===== config.mk =====
export PLATFORM = sky130hd
export DESIGN_NAME = giraffe_frame_packer
export DESIGN_NICKNAME = d
export VERILOG_FILES = /design/src/rtl/giraffe_frame_packer.sv
export SDC_FILE = /design/constraint.sdc
export NUM_CORES = 1
export LEC_CHECK = 0
export CORE_ASPECT_RATIO = 1.75
export CORE_MARGIN = 1.5
export CORE_UTILIZATION = 25
export CTS_BUF_LIST = sky130_fd_sc_hd__clkbuf_4 sky130_fd_sc_hd__clkbuf_8
export DETAILED_ROUTE_END_ITERATION = 6
export GPL_ROUTABILITY_DRIVEN = 0
export PLACE_DENSITY = 0.44
export SYNTH_ARGS = -nofsm -noshare
export SYNTH_HDL_FRONTEND = slang
export SYNTH_SLANG_ARGS = --single-unit

===== constraint.sdc =====
create_clock -name clk_50M -period 2.85 [get_ports clk_50M]
set_input_delay 0.285 -clock clk_50M [delete_from_list [all_inputs] [get_ports clk_50M]]
set_output_delay 0.285 -clock clk_50M [all_outputs]
set_load 0.01 [all_outputs]

===== src/rtl/giraffe_frame_packer.sv =====
// Multi-channel ADC capture: edge-detected per-channel hold slots feed a shared FIFO,
// and a serializer emits HEADER/TAG/data byte frames over a valid/ready byte link.
module giraffe_frame_packer #(
  parameter int          N_bit  = 6,
  parameter int          N_CH   = 2,
  parameter int          DEPTH  = 16,
  parameter logic [7:0]  HEADER = 8'hA5
) (
  input  logic                      clk_50M,
  input  logic                      rst,
  input  logic                      enable,
  input  logic [N_CH-1:0]           adc_ack,
  input  logic [N_CH*N_bit-1:0]     dout_adc,
  input  logic                      tx_ready,
  output logic                      tx_valid,
  output logic [7:0]                tx_data,
  output logic [$clog2(DEPTH):0]    fifo_level,
  output logic                      overflow,
  output logic [15:0]               drop_cnt,
  input  logic                      clear_ovf
);
  localparam int AW = $clog2(DEPTH);

  typedef enum logic [2:0] {IDLE, HDR, TAG, DHI, DLO} state_t;
  state_t state_reg, state_next;

  logic [N_CH-1:0]  ack_d_reg, event_w, drop_w, pending_reg, push_sel;
  logic [N_bit-1:0] sample_w [N_CH];
  logic [N_bit-1:0] hold_reg [N_CH];
  logic [19:0]      mem [DEPTH];
  logic [AW-1:0]    wr_ptr_reg, rd_ptr_reg;
  logic [AW:0]      level_reg;
  logic             push, pop, full, empty;
  logic [3:0]       push_ch;
  logic [15:0]      push_sample;
  logic [3:0]       frame_ch_reg;
  logic [15:0]      frame_sample_reg;
  logic [3:0]       seq_reg, seq_next;
  logic             tx_valid_reg, tx_valid_next;
  logic [7:0]       tx_data_reg, tx_data_next;
  logic             ovf_reg;
  logic [15:0]      drop_cnt_reg;
  logic [4:0]       n_drop;
  logic [16:0]      cnt_sum;

  generate
    for (genvar gi = 0; gi < N_CH; gi++) begin : g_slice
      assign sample_w[gi] = dout_adc[gi*N_bit +: N_bit];
    end
  endgenerate

  assign event_w = adc_ack & ~ack_d_reg & {N_CH{enable}};
  assign drop_w  = event_w & pending_reg;

  // Lowest-index pending channel wins the FIFO write slot.
  always_comb begin
    push_sel    = '0;
    push_ch     = '0;
    push_sample = '0;
    for (int i = N_CH - 1; i >= 0; i--) begin
      if (pending_reg[i]) begin
        push_sel    = '0;
        push_sel[i] = 1'b1;
        push_ch     = 4'(i);
        push_sample = '0;
        push_sample[N_bit-1:0] = hold_reg[i];
      end
    end
  end

  assign push  = (|pending_reg) && !full;
  assign full  = (level_reg == (AW+1)'(DEPTH));
  assign empty = (level_reg == '0);

  always_ff @(posedge clk_50M) begin
    if (rst) begin
      ack_d_reg   <= '0;
      pending_reg <= '0;
      for (int i = 0; i < N_CH; i++) hold_reg[i] <= '0;
    end else begin
      ack_d_reg <= adc_ack;
      for (int i = 0; i < N_CH; i++) begin
        if (event_w[i] && !pending_reg[i]) begin
          hold_reg[i]    <= sample_w[i];
          pending_reg[i] <= 1'b1;
        end else if (push && push_sel[i]) begin
          pending_reg[i] <= 1'b0;
        end
      end
    end
  end

  always_comb begin
    n_drop = '0;
    for (int i = 0; i < N_CH; i++) n_drop = n_drop + 5'(drop_w[i]);
  end

  // A clear in the same cycle as drops leaves only this cycle's drops counted.
  assign cnt_sum = (clear_ovf ? 17'd0 : {1'b0, drop_cnt_reg}) + 17'(n_drop);

  always_ff @(posedge clk_50M) begin
    if (rst) begin
      ovf_reg      <= 1'b0;
      drop_cnt_reg <= '0;
    end else begin
      ovf_reg      <= (clear_ovf ? 1'b0 : ovf_reg) | (|drop_w);
      drop_cnt_reg <= cnt_sum[16] ? 16'hFFFF : cnt_sum[15:0];
    end
  end

  // Storage array with registered read straight into the frame registers.
  always_ff @(posedge clk_50M) begin
    if (push) mem[wr_ptr_reg] <= {push_ch, push_sample};
    if (pop)  {frame_ch_reg, frame_sample_reg} <= mem[rd_ptr_reg];
  end

  always_ff @(posedge clk_50M) begin
    if (rst) begin
      wr_ptr_reg <= '0;
      rd_ptr_reg <= '0;
      level_reg  <= '0;
    end else begin
      if (push) wr_ptr_reg <= wr_ptr_reg + AW'(1);
      if (pop)  rd_ptr_reg <= rd_ptr_reg + AW'(1);
      case ({push, pop})
        2'b10:   level_reg <= level_reg + (AW+1)'(1);
        2'b01:   level_reg <= level_reg - (AW+1)'(1);
        default: level_reg <= level_reg;
      endcase
    end
  end

  always_ff @(posedge clk_50M) begin
    if (rst) begin
      state_reg    <= IDLE;
      tx_valid_reg <= 1'b0;
      tx_data_reg  <= '0;
      seq_reg      <= '0;
    end else begin
      state_reg    <= state_next;
      tx_valid_reg <= tx_valid_next;
      tx_data_reg  <= tx_data_next;
      seq_reg      <= seq_next;
    end
  end

  always_comb begin
    state_next    = state_reg;
    tx_valid_next = tx_valid_reg;
    tx_data_next  = tx_data_reg;
    seq_next      = seq_reg;
    pop           = 1'b0;
    case (state_reg)
      IDLE: if (!empty) begin
        pop           = 1'b1;
        tx_valid_next = 1'b1;
        tx_data_next  = HEADER;
        state_next    = HDR;
      end
      HDR: if (tx_valid_reg && tx_ready) begin
        tx_data_next = {seq_reg, frame_ch_reg};
        state_next   = TAG;
      end
      TAG: if (tx_valid_reg && tx_ready) begin
        if (N_bit > 8) begin
          tx_data_next = frame_sample_reg[15:8];
          state_next   = DHI;
        end else begin
          tx_data_next = frame_sample_reg[7:0];
          state_next   = DLO;
        end
      end
      DHI: if (tx_valid_reg && tx_ready) begin
        tx_data_next = frame_sample_reg[7:0];
        state_next   = DLO;
      end
      DLO: if (tx_valid_reg && tx_ready) begin
        tx_valid_next = 1'b0;
        seq_next      = seq_reg + 4'd1;
        state_next    = IDLE;
      end
      default: state_next = IDLE;
    endcase
  end

  assign tx_valid   = tx_valid_reg;
  assign tx_data    = tx_data_reg;
  assign fifo_level = level_reg;
  assign overflow   = ovf_reg;
  assign drop_cnt   = drop_cnt_reg;
endmodule

Word level (Yosys, flattened, before mapping) --
Memories as Yosys holds them, arrays and structs flattened. A register that Yosys moved wholly into a read port is not among the register bits. Cells that the tools add are included.
Storage, ports and cells: logic and storage cells 102, bits in writable memories 332, output and inout bits 31, memories 2, register bits 50
Cells by class: reduce and logical (&&, ||, !) cells 23, equal/unequal tests 11, add/sub/neg operators 7, bitwise logic cells 7, multiplexer cells 40
Memory list:
- mem | depth 16, bits a word 20, read ports 1, clocked after memory_dff 1, wr ports 1, line 30 | logic [19:0] mem [DEPTH];
- hold_reg | depth 2, bits a word 6, read ports 2, clocked after memory_dff 0, wr ports 2, line 29 | logic [N_bit-1:0] hold_reg [N_CH];
Operators with widths (number):
- two-way mux 16 bit | 3
- two-way mux 8 bit | 3
- case mux 8 bit (3 select lines) | 1
- two-way mux 1 bit | 20
- two-way mux 6 bit | 3
- adder 16 x 2 -> 17 bit | 1
- adder 4 x 1 -> 4 bit (second input constant) | 3
- two-way mux 3 bit | 4
- case mux 3 bit (4 select lines) | 1
- case mux 5 bit (2 select lines) | 1
- AND reduction 4 bit | 2
- nonzero test 2 bit | 4
- AND 2 bit | 3
- == test 3 x 2 -> 1 bit (second input constant) | 2
- logical AND 1 bit | 6
- != test 2 bit (second input constant) | 3
- OR reduction 2 bit | 3
- adder 5 x 1 -> 5 bit (second input constant) | 1
- == test 5 bit (second input constant) | 1
- zero test 5 bit | 1
- subtractor 5 x 1 -> 5 bit (second input constant) | 1
- two-way mux 2 bit | 2
- two-way mux 4 bit | 1
- == test 3 x 1 -> 1 bit (second input constant) | 1
- other kinds (13) | 17

Logic depth before layout (Yosys ltp) --
depth after elaboration 8, gate-level depth with buffers 12, gate-level depth less buffers 10

Worst setup path before layout --
OpenSTA, ideal clock, no wires.
kind reg-to-reg, from reg state_reg[0], to reg level_reg[2], in the netlist fifo_level[2], arrival 2.661 ns, path buffers 2, stages on the path, launching flop included 12, required time 2.780 ns, path slack 0.119 ns, period minus slack after synthesis 2.731 ns, cells stage by stage dfxtp_1 -> buf_6 -> or2_4 -> a211oi_4 -> ha_1 -> clkbuf_1 -> xor2_1 -> ha_1 -> a21oi_1 -> xor2_1 -> or3_1 -> a21oi_1
Between the ends: cells in the longest elaborated chain, start to end 4, elaborated cells between the ends (all ways) 6
RTL lines:
- from (decl) | line 25 | state_t state_reg, state_next;
- from (signal assigned) | line 140 | state_reg <= state_next;
- zero test 3 bit * | line 153 | case (state_reg)
- two-way mux 1 bit * | line 153
- net pop | line 33 | logic push, pop, full, empty;
- == test 2 x 1 -> 1 bit or == test 2 bit (tied branches) | line 125 | case ({push, pop})
- case mux 5 bit (2 select lines) or nonzero test 2 bit (tied branches)
- to (signal assigned) | line 126 | 2'b10: level_reg <= level_reg + (AW+1)'(1);
- to (signal assigned) | line 127 | 2'b01: level_reg <= level_reg - (AW+1)'(1);
- to (signal assigned) | line 128 | default: level_reg <= level_reg;
- to (decl) | line 32 | logic [AW:0] level_reg;
Mark *: on every way through the listed nets, which the timed path passes. The rest lies on a longest branch. A chain may end at the register's enable or synchronous reset.

Worst setup path in the final report --
from reg pending_reg[0], to reg drop_cnt_reg[7], in the netlist drop_cnt[7]
Between the ends: cells in the longest elaborated chain, start to end 4
RTL lines:
- from (decl) | line 27 | logic [N_CH-1:0] ack_d_reg, event_w, drop_w, pending_reg, push_sel;
- from (signal assigned) | line 78 | pending_reg <= '0;
- from (signal, indexed assignment) | line 85 | pending_reg[i] <= 1'b1;
- from (signal, indexed assignment) | line 87 | pending_reg[i] <= 1'b0;
- AND 2 bit | line 53 | assign drop_w = event_w & pending_reg;
- adder 1 x 1 -> 2 bit | line 95 | for (int i = 0; i < N_CH; i++) n_drop = n_drop + 5'(drop_w[i]);
- adder 16 x 2 -> 17 bit | line 99 | assign cnt_sum = (clear_ovf ? 17'd0 : {1'b0, drop_cnt_reg}) + 17'(n_drop);
- two-way mux 16 bit | line 107 | drop_cnt_reg <= cnt_sum[16] ? 16'hFFFF : cnt_sum[15:0];
- to (signal assigned) | line 107
- to (decl) | line 42 | logic [15:0] drop_cnt_reg;
No other way between the ends.

==> impl_metrics.yaml <==
global_route:
  antenna_found_initial: 0
  grt_overflow: 0
  grt_pass1_wl_um: 29500
  grt_pass1_vias: 5054
  grt_max_degree: 42
  gr-usage-all-layers: 0.127
sta:
  finalSetupViolations: 0
  tightestPinTransition_ns: 1.16
  fin_skew_ns: 0.0111
  fin_ws_ns: 0.301
  fin_crit_sh: 0.895
  hold_viol: 0
  slew_headroom: 0.222
  max_freq_ghz: 0.392
  finalCriticalPeriod_ns: 2.55
  holdWs_ns: 0.395
  drv_slew: 0
  rsz0062_at_grt: "no"
critical_path:
  crit_chain: "nand4b_1 -> fa_1 -> inv_1 -> ha_1 -> nand3b_1 -> nor4b_4 -> nand4bb_1 -> o21ai_0"
  worstPathMaxFanout: 7
  worst-setup-path-type: "register to register"
  reg2regPathDepth: 8
  reg2reg_to: "drop_cnt[7]$_SDFF_PP0_"
  cp-start-kind: "register"
  crit_path_end: "drop_cnt[7]$_SDFF_PP0_"
  cp-startpoint: "pending_reg[0]$_SDFFE_PP0P_"
  required_ns: 3.25
  end_kind: "register"
  r2r_slack_ns: 0.30
  cp_slowest_cell: "dfxtp_1"
  critPathMaxStageDelay_ns: 0.50
  regToRegStartpoint: "pending_reg[0]$_SDFFE_PP0P_"
  worstPathArrival_ns: 2.95
route:
  drc: 0
  viasPerCell: 4.60
  wl_met3_um: 577
  drt_iter0_drc: 377
  antenna_left: 0
  routed-wl-met2_um: 11500
  wl_um: 19300
  routed.top_layer: "met4"
  wl_per_cell_um: 19.1
  dr_total_vias: 4664
  detail_route.first_pass.iterations: 4
  wl_met1_um: 6620
synth:
  synth_edf_count: 131
  syn_nets: 575
  synth-main-ff-cell: "edfxtp_1"
  yosysTopAreaCell: "edfxtp_1"
  synthTopCellsByCount: "edfxtp_1, dfxtp_1, nor2_1, nand2_1"
  ys_ff_latch: 181
  synth_area_um2: 7710
  seq_area_frac_synth: 0.640
  ys_top_cells_by_area: "edfxtp_1, dfxtp_1, mux4_2"
  async_flop_share: 0
  netlist_instances: 544
  synth.top_cell.area_share: 0.510
  yosys.cell_types.count: 59
  yosysMostFrequentCell: "edfxtp_1"
  synth_warnings: 0
  avgSynthCellArea_um2: 14.2
floorplan:
  die_h_um: 235
  fp.coreArea_um2: 30200
  io_pins: 50
  start_util: 0.256
  die_w_um: 136
  die-area_um2: 31900
  row_count: 84
flow_run:
  drv_cap: 0
clocking:
  clkSinkCount: 181
  clk_pin_slew_ns: 0.09
  postCtsSetupBuffers: 0
  cts_buffers: 17
  cts.path.max_buffers: 2
  ctsResizeCount: 0
  clockRootBuffer: "clkbuf_8"
  insertion_delay_ns: 0.47
  holdBufCountCts: 0
  htree_num_levels: 4
  cts_tree: "built"
power_and_ir_drop:
  cellPowerDensity_nw_per_um2: 720
  p_sw_mw: 2.00
  p_leak_nw: 3.04
  p_total_mw: 6.59
  max-vdd-ir-drop_v: 0.000278
  seq_power_share: 0.472
  power.share.combinational: 0.267
  clkPwrFrac: 0.261
  swShare: 0.304
  p_int_mw: 4.59
place:
  placedCellCount: 982
  pre_cts_ws_ns: -0.0254
  port_buffers: 49
  dp_hpwl_um: 14300
hold_path:
  hold_path.class: "input pin to register"
cells_and_area:
  layout-drive-gt1-share: 0.167
  largest_register_ffs: 112
  fin_cells: 1014
  antenna_cells: 0
  syn_to_final_growth_pct: 18.8
  fin_nets: 645
run_status:
  status: "finished clean"
==> area by class of cell <==
class                   count  area [µm²]
fillers                  2969       21000
flip-flops and latches    181        4940
multi-input cells         323        2590
repair buffers             79         723
well taps                 387         484
clock buffers              19         249
clock inverters            13         134
inverters                  12        45.0
==> placed cells by master (no fill, tap or decap), drive strengths merged, types with 2 or more instances in the layout <==
master         instances
a211oi                 4
a21oi                 28
a22o                   6
a22oi                 14
and2                  15
and3                   6
and4                   2
and4b                  2
and4bb                 2
buf                   31
bufinv                 2
clkbuf                19
clkdlybuf4s50         48
clkinv                 6
clkinvlp               4
dfxtp                 50
edfxtp               131
ha                    11
inv                   13
mux2i                  7
mux4                  28
nand2                 36
nand2b                 6
nand3                 13
nand3b                 3
nand4                 10
nand4b                 3
nand4bb                3
nor2                  41
nor2b                  9
nor3                  13
nor3b                  4
nor4                   3
o211ai                 5
o21ai                  8
or2                    2
or3                    2
or4                    3
xnor2                  9
xor2                  10
==> worst min path at each step <==
stage	end	slack, ns	cells after the start	startpoint
after floorplan	ack_d_reg[0]$_SDFF_PP0_	0.41	1	adc_ack[0]
final	wr_ptr_reg[2]$_SDFFE_PP0P_	0.39	2	rst
after detailed placement	tx_data[6]$_SDFFE_PP0P_	0.46	2	tx_data[6]$_SDFFE_PP0P_
after global routing	wr_ptr_reg[2]$_SDFFE_PP0P_	0.41	2	rst
after global placement	tx_data[6]$_SDFFE_PP0P_	0.45	2	tx_data[6]$_SDFFE_PP0P_
after CTS	wr_ptr_reg[2]$_SDFFE_PP0P_	0.35	2	rst
==> stage by stage <==
step	utilization	instance area [µm²]	TNS, ns
floorplan	-	7710	0
global placement	0.291	8780	0
detailed placement	0.291	8780	-0.0544
CTS	0.304	9160	0
global route	0.304	9160	0
finish	0.304	9160	0
==> power groups by stage <==
stage	Combinational, mW	Sequential (mW)	Clock [mW]
floorplan	1.16	3.15	0
global placement	1.80	3.17	0
detailed placement	1.81	3.17	0
CTS	1.82	3.11	1.79
global route	1.93	3.12	1.87
finish	1.76	3.11	1.72
==> cell families (layout without fill, tap and decap cells) <==
| logic type | count (synthesis) | after routing | share of synthesized area |
|---|---|---|---|
| AND/OR/NAND/NOR | 180 | 180 | 0.131 |
| buffers and inverters | 40 | 123 | 0.0240 |
| multiplexers | 36 | 36 | 0.0923 |
| AO/OA/AOI/OAI | 76 | 76 | 0.0709 |
| XOR/XNOR | 19 | 19 | 0.0216 |
| adder cells (fa/ha/maj) | 12 | 12 | 0.0204 |
| flip-flops | 181 | 181 | 0.640 |
==> layer usage <==
layer	track usage	up-vias
li1	-	2194
met2	0.252	79
met5	0	-
met1	0.118	2358
met3	0.0273	33
met4	0.0583	0
==> critical path, delay by kind of cell (launching register included) <==
kind	cells	cell delay, ns
AOI/OAI and AO/OA	1	0.16
adders and majority gates	2	0.63
buffers and inverters	1	0.08
DFF	1	0.50
and+or+nand+nor	4	1.10
Note: power is estimated with default switching activity, not from simulation.
